--- config.mk ---
export PLATFORM = sky130hd
export DESIGN_NAME = vram_cpu_port
export DESIGN_NICKNAME = d
export VERILOG_FILES = /design/src/rtl/vram_cpu_pkg.sv /design/src/rtl/vram_cpu_fifo.sv /design/src/rtl/vram_cpu_port.sv
export SDC_FILE = /design/constraint.sdc
export NUM_CORES = 1
export LEC_CHECK = 0
export BUFFER_PORTS_ARGS = -buffer_cell sky130_fd_sc_hd__buf_2
export CORE_MARGIN = 2
export CORE_UTILIZATION = 25
export CTS_CLUSTER_DIAMETER = 80
export DETAILED_ROUTE_END_ITERATION = 8
export PLACE_DENSITY_LB_ADDON = 0.1
export SLEW_MARGIN = 20
export SYNTH_ARGS = -nofsm -noshare
export SYNTH_HDL_FRONTEND = slang
export SYNTH_SLANG_ARGS = --single-unit
--- constraint.sdc ---
create_clock -name CLK_24M -period 3.2 [get_ports CLK_24M]
set_input_delay 0.16 -clock CLK_24M [delete_from_list [all_inputs] [get_ports CLK_24M]]
set_output_delay 0.16 -clock CLK_24M [all_outputs]
set_load 0.03 [all_outputs]
--- src/rtl/vram_cpu_pkg.sv ---
// Shared types for the 68k VRAM access port: register selects, port FSM states and write-queue entries.
package vram_cpu_pkg;

    localparam logic [1:0] SEL_ADDR   = 2'd0;
    localparam logic [1:0] SEL_RW     = 2'd1;
    localparam logic [1:0] SEL_MOD    = 2'd2;
    localparam logic [1:0] SEL_STATUS = 2'd3;

    typedef enum logic [1:0] {
        ST_IDLE = 2'd0,
        ST_WR   = 2'd1,
        ST_RD   = 2'd2
    } cpu_state_e;

    typedef struct packed {
        logic        zone;
        logic [14:0] addr;
        logic [15:0] data;
    } q_entry_t;

endpackage

--- src/rtl/vram_cpu_fifo.sv ---
// Synchronous write queue for the VRAM CPU port; a push into a full queue is
// accepted only when a pop happens in the same cycle.
module vram_cpu_fifo
    import vram_cpu_pkg::*;
#(
    parameter  int DEPTH = 2,
    localparam int AW    = $clog2(DEPTH),
    localparam int CW    = AW + 1
) (
    input  logic          CLK_24M,
    input  logic          RESET,
    input  logic          push,
    input  logic          pop,
    input  q_entry_t      din,
    output q_entry_t      dout,
    output logic          full,
    output logic          empty,
    output logic [CW-1:0] count
);

    q_entry_t        mem [DEPTH];
    logic [AW-1:0]   rd_ptr, wr_ptr;
    logic            do_push, do_pop;

    assign full    = (count == CW'(DEPTH));
    assign empty   = (count == '0);
    assign do_pop  = pop && !empty;
    assign do_push = push && (!full || do_pop);
    assign dout    = mem[rd_ptr];

    always_ff @(posedge CLK_24M) begin
        if (do_push) mem[wr_ptr] <= din;
    end

    always_ff @(posedge CLK_24M) begin
        if (RESET) begin
            rd_ptr <= '0;
            wr_ptr <= '0;
            count  <= '0;
        end else begin
            if (do_push) wr_ptr <= wr_ptr + 1'b1;
            if (do_pop)  rd_ptr <= rd_ptr + 1'b1;
            count <= count + CW'(do_push) - CW'(do_pop);
        end
    end

endmodule

--- src/rtl/vram_cpu_port.sv ---
// 68k register window onto VRAM: auto-incrementing address, queued writes and a prefetched read buffer.
// Define VRAMCPU_STATUS_EN to get the overflow flag and a live STATUS register.
module vram_cpu_port
    import vram_cpu_pkg::*;
#(
    parameter int          FIFO_DEPTH = 2,
    parameter logic [15:0] MOD_RESET  = 16'd1
) (
    input  logic        CLK_24M,
    input  logic        RESET,
    input  logic [1:0]  REG_SEL,
    input  logic        REG_WR,
    input  logic        REG_RD,
    input  logic [15:0] REG_WRDATA,
    output logic [15:0] REG_RDDATA,
    output logic [14:0] CPU_ADDR,
    output logic [15:0] CPU_WRDATA,
    input  logic [15:0] CPU_RDDATA,
    output logic        CPU_PENDING,
    output logic        CPU_ZONE,
    output logic        CPU_RW,
    input  logic        CPU_ACK
);

    localparam int CNT_W = $clog2(FIFO_DEPTH) + 1;

    cpu_state_e       state, state_nx;
    logic [15:0]      cur_addr, vram_mod, rdbuf, status_word, rd_mux;
    logic             rdreq;
    logic             wr_addr, wr_rw, wr_mod;
    logic             q_push, q_pop, q_full, q_empty;
    logic             rd_done, enter_wr, enter_rd;
    logic [CNT_W-1:0] q_count;
    q_entry_t         q_din, q_head;

    assign wr_addr  = REG_WR && (REG_SEL == SEL_ADDR);
    assign wr_rw    = REG_WR && (REG_SEL == SEL_RW);
    assign wr_mod   = REG_WR && (REG_SEL == SEL_MOD);

    assign q_pop    = (state == ST_WR) && CPU_ACK && !q_empty;
    assign rd_done  = (state == ST_RD) && CPU_ACK;
    assign q_push   = wr_rw && (!q_full || q_pop);
    assign q_din    = '{zone: cur_addr[15], addr: cur_addr[14:0], data: REG_WRDATA};

    assign enter_wr = (state == ST_IDLE) && (state_nx == ST_WR);
    assign enter_rd = (state == ST_IDLE) && (state_nx == ST_RD);

    assign CPU_PENDING = (state != ST_IDLE);

    vram_cpu_fifo #(.DEPTH(FIFO_DEPTH)) u_fifo (
        .CLK_24M (CLK_24M),
        .RESET   (RESET),
        .push    (q_push),
        .pop     (q_pop),
        .din     (q_din),
        .dout    (q_head),
        .full    (q_full),
        .empty   (q_empty),
        .count   (q_count)
    );

    // Queued writes always win over the read prefetch.
    always_comb begin
        state_nx = state;
        case (state)
            ST_IDLE: begin
                if (q_count != '0) state_nx = ST_WR;
                else if (rdreq)    state_nx = ST_RD;
            end
            ST_WR:   if (CPU_ACK) state_nx = ST_IDLE;
            ST_RD:   if (CPU_ACK) state_nx = ST_IDLE;
            default: state_nx = ST_IDLE;
        endcase
    end

    always_comb begin
        rd_mux = rdbuf;
        case (REG_SEL)
            SEL_ADDR:   rd_mux = cur_addr;
            SEL_MOD:    rd_mux = vram_mod;
            SEL_STATUS: rd_mux = status_word;
            default:    rd_mux = rdbuf;
        endcase
    end

    always_ff @(posedge CLK_24M) begin
        if (RESET) begin
            state      <= ST_IDLE;
            cur_addr   <= '0;
            vram_mod   <= MOD_RESET;
            rdbuf      <= '0;
            rdreq      <= 1'b0;
            REG_RDDATA <= '0;
            CPU_ADDR   <= '0;
            CPU_WRDATA <= '0;
            CPU_ZONE   <= 1'b0;
            CPU_RW     <= 1'b1;
        end else begin
            state <= state_nx;

            if (wr_addr)     cur_addr <= REG_WRDATA;
            else if (q_push) cur_addr <= cur_addr + vram_mod;

            if (wr_mod)  vram_mod <= REG_WRDATA;
            if (rd_done) rdbuf    <= CPU_RDDATA;

            // The request is consumed when the read launches, so an address
            // write landing during the read leaves a fresh request behind.
            if (wr_addr || q_pop) rdreq <= 1'b1;
            else if (enter_rd)    rdreq <= 1'b0;

            if (enter_wr) begin
                CPU_ADDR   <= q_head.addr;
                CPU_ZONE   <= q_head.zone;
                CPU_WRDATA <= q_head.data;
                CPU_RW     <= 1'b0;
            end else if (enter_rd) begin
                CPU_ADDR   <= cur_addr[14:0];
                CPU_ZONE   <= cur_addr[15];
                CPU_RW     <= 1'b1;
            end

            if (REG_RD) REG_RDDATA <= rd_mux;
        end
    end

`ifdef VRAMCPU_STATUS_EN
    logic ovf;

    always_ff @(posedge CLK_24M) begin
        if (RESET)                                   ovf <= 1'b0;
        else if (wr_rw && !q_push)                   ovf <= 1'b1;
        else if (REG_WR && (REG_SEL == SEL_STATUS))  ovf <= 1'b0;
    end

    assign status_word = {ovf, CPU_PENDING, 4'(q_count), 10'b0};
`else
    assign status_word = 16'hFFFF;
`endif

endmodule

==> results.py <==
metrics = {
    "setup_path": {
        "start_kind": "flop",
        "required_ns": 3.56,
        "criticalPathCategory": "reg2reg",
        "crit_fanout": 16,
        "crit_family": "simple AND/OR/NAND/NOR gates",
        "r2r_slack_ns": 0.73,
        "cp-end-kind": "flop",
        "r2r_cells": 9,
        "crit_arrival_ns": 2.83,
        "r2r_start": "state[0]",
        "slowest_stage": "nor2_2",
        "path_cells": "inv_1 > ha_1 > nor2b_1 > o21ai_1 > a2111oi_4 > buf_4 > nor2_2 > nand2_1 > a21oi_1",
        "crit_path_max_incr_delay_ns": 0.57,
        "crit_buf_inv": 2,
        "rr_endpoint": "CPU_ADDR[7]",
    },
    "final_layout": {
        "fillers": 2975,
        "antenna_cells": 0,
        "fin_area_um2": 8960,
        "final_nets": 844,
        "area_delta_synth_final_pct": 23.4,
        "instances_no_fill": 1180,
        "drive_gt1_share_pct": 21.4,
    },
    "placed_design": {
        "gp_congestion": 0.856,
        "place_ws_ns": 0.646,
        "dpl.cell_count": 1122,
        "numPortBuffers": 88,
        "place_area_um2": 8120,
        "hpwl_um": 14800,
    },
    "floorplanning": {
        "fp.dieW_um": 174,
        "design.die.area_um2": 30400,
        "fp.dieH_um": 174,
        "core_um2": 28600,
        "initial_core_util_pct": 25.4,
        "num_io_pins": 89,
        "rows": 62,
    },
    "hold_path": {
        "hold_depth": 1,
        "hp-class": "in2reg",
        "whs_endpoint": "u_fifo.mem[0][10]",
        "min-delay-start": "REG_WRDATA[10]",
    },
    "sta": {
        "max-slew-margin-rel_pct": 33.4,
        "slew_violations": 0,
        "finalHoldViolCount": 0,
        "tightest_slew_ns": 0.997,
        "clock_skew_ns": 0.0122,
        "rsz0062_at_grt": "no",
        "fin_ws_ns": 0.727,
        "timing.setup.tns_ns": 0,
        "fin_crit_sh_pct": 77.3,
        "fmax_ghz": 0.404,
        "finalSetupViolCount": 0,
        "fin_crit_ns": 2.47,
    },
    "cts": {
        "clock-sinks": 169,
        "clkTransAtPathRegs_ns": 0.07,
        "cts_made_buffers": 17,
        "cts_htree_levels": 4,
        "root_buffer": "clkbuf_16",
        "cts_tree": "yes",
        "clockBufferDepth": 2,
        "clock_latency_ns": 0.43,
    },
    "power_and_ir_drop": {
        "power_density_nw_per_um2": 581,
        "leakagePower_nw": 3.30,
        "ir_drop_uv": 251,
        "finalPower_w": 0.00521,
    },
    "route": {
        "drc": 0,
        "ant_nets": 0,
        "dr.first_iter.drc_count": 338,
        "num_vias": 5541,
        "wirelength_um": 20900,
        "drt_first_pass_iters": 6,
        "wl_per_cell_um": 17.7,
        "routed_via_density": 4.70,
    },
    "logic_synthesis": {
        "syn-num-nets": 741,
        "yosysTopAreaCell": "dfxtp_1",
        "yosys_warnings": 0,
        "ys_seq_elements": 169,
        "synth_async_sr_flop_share_pct": 0,
        "synth_flop_cell": "dfxtp_1",
        "synth-edff-count": 64,
        "synth_area_leaders": "dfxtp_1 29%, edfxtp_1 26%, a21oi_1 5.4%",
        "synth_common_cells": "105 x dfxtp_1, 91 x nand2_1, 79 x a21oi_1",
        "ys_seq_area_share_pct": 55.4,
        "synth.top_cell.area_share_pct": 28.9,
        "synth_most_common_cell": "dfxtp_1",
        "synth_cell_type_count": 53,
        "synthesis.area_um2": 7260,
        "syn_avg_cell_area_um2": 10.7,
        "syn_inst": 680,
    },
    "flow_run": {
        "max_cap_violations": 0,
    },
    "grt": {
        "grt_max_degree": 48,
        "grt_pass1_vias": 5510,
        "grt_overflow": 0,
        "antenna_found_initial": 0,
        "track_usage_pct": 14.0,
        "grt_pass1_wl_um": 32700,
    },
    "status": {
        "status": "completed",
    },
}
==> cells in the final DEF, fill, tap and decap left out, types with 5 or more instances in the layout <==
cell type	n
nand2b_1	19
xnor2_1	10
inv_1	11
o21ai_0	10
a222oi_1	7
edfxtp_1	64
nand3_1	9
a211oi_1	21
nor2b_1	5
nor3_1	7
a22oi_1	23
buf_2	87
a21oi_1	79
ha_1	21
o221ai_1	18
buf_4	15
clkbuf_16	17
dlygate4sd3_1	26
nor2_1	35
mux2i_1	17
nand2_1	91
mux2_2	32
dfxtp_1	105
==> per-stage QoR <==
step | hold WS, ns | util (%)
final | 0.0235 | 31.3
after global routing | 0.0112 | 31.3
after global placement | 0.406 | 28.4
after floorplan | 0.259 | -
after CTS | 0.00668 | 31.3
after detailed placement | 0.409 | 28.4
==> worst max path at each step <==
stage          startpoint               end  slack (ns)  cells after the start
6_report         state[0]       CPU_ADDR[7]        0.73                      9
5_1_grt          state[1]       CPU_ADDR[1]        0.46                      9
4_1_cts          state[0]       CPU_ADDR[7]        0.64                      9
3_5_place_dp     state[0]       CPU_ADDR[7]        0.65                      9
3_3_place_gp     state[1]       CPU_ADDR[5]        0.79                      9
2_1_floorplan    state[1]  u_fifo.mem[0][0]        0.45                      6
==> repair_timing <==
action	in CTS	in global routing
gates resized for setup	0	0
buffers inserted	0	0
hold buffers	26	0
hold endpoints to repair	36	0
setup endpoints to repair	0	0
==> layout make-up <==
type / instances / area (um^2) / area share, %
sequential: 169 / 4020 / 44.9
multi-input combinational: 455 / 3010 / 33.5
timing repair buffer: 129 / 828 / 9.24
tap: 384 / 480 / 5.36
clock buffer: 22 / 464 / 5.18
clock inverter: 10 / 119 / 1.33
inverter: 11 / 41.3 / 0.461
==> report_power, final <==
| part | internal, W | switching, W | total (W) |
|---|---|---|---|
| clock network | 0.00120 | 0.000877 | 0.00207 |
| logic | 0.000244 | 0.000475 | 0.000719 |
| registers | 0.00234 | 0.0000739 | 0.00242 |
==> flip-flops by register name (all words and copies together), names as in the netlist, named ones only <==
name	flops
CPU_ADDR	15
u_fifo.mem	64
CPU_WRDATA	16
u_fifo.wr_ptr	1
CPU_RW	1
rdbuf	16
state	2
cur_addr	16
REG_RDDATA	16
vram_mod	16
rdreq	1
u_fifo.count	2
u_fifo.rd_ptr	1
CPU_ZONE	1
==> cell families (layout without fill, tap and decap cells) <==
group | Yosys count | count (layout) | share of synthesized area [%]
buffers and inverters | 56 | 172 | 3.24
flip-flops | 169 | 169 | 55.4
multiplexers | 49 | 49 | 7.30
XOR/XNOR | 12 | 12 | 1.45
AND/OR/NAND/NOR | 188 | 188 | 11.8
adder cells (fa/ha/maj) | 22 | 22 | 3.89
AO/OA/AOI/OAI | 184 | 184 | 17.0
==> per-layer routing <==
layer,global-route usage (%),up-vias,wire [um]
met5,0,-,0
met4,4.52,0,384
met3,2.27,20,631
met2,23.6,107,10100
met1,18.4,2698,9780
li1,-,2716,-
Power figures use the tool's default switching activity.
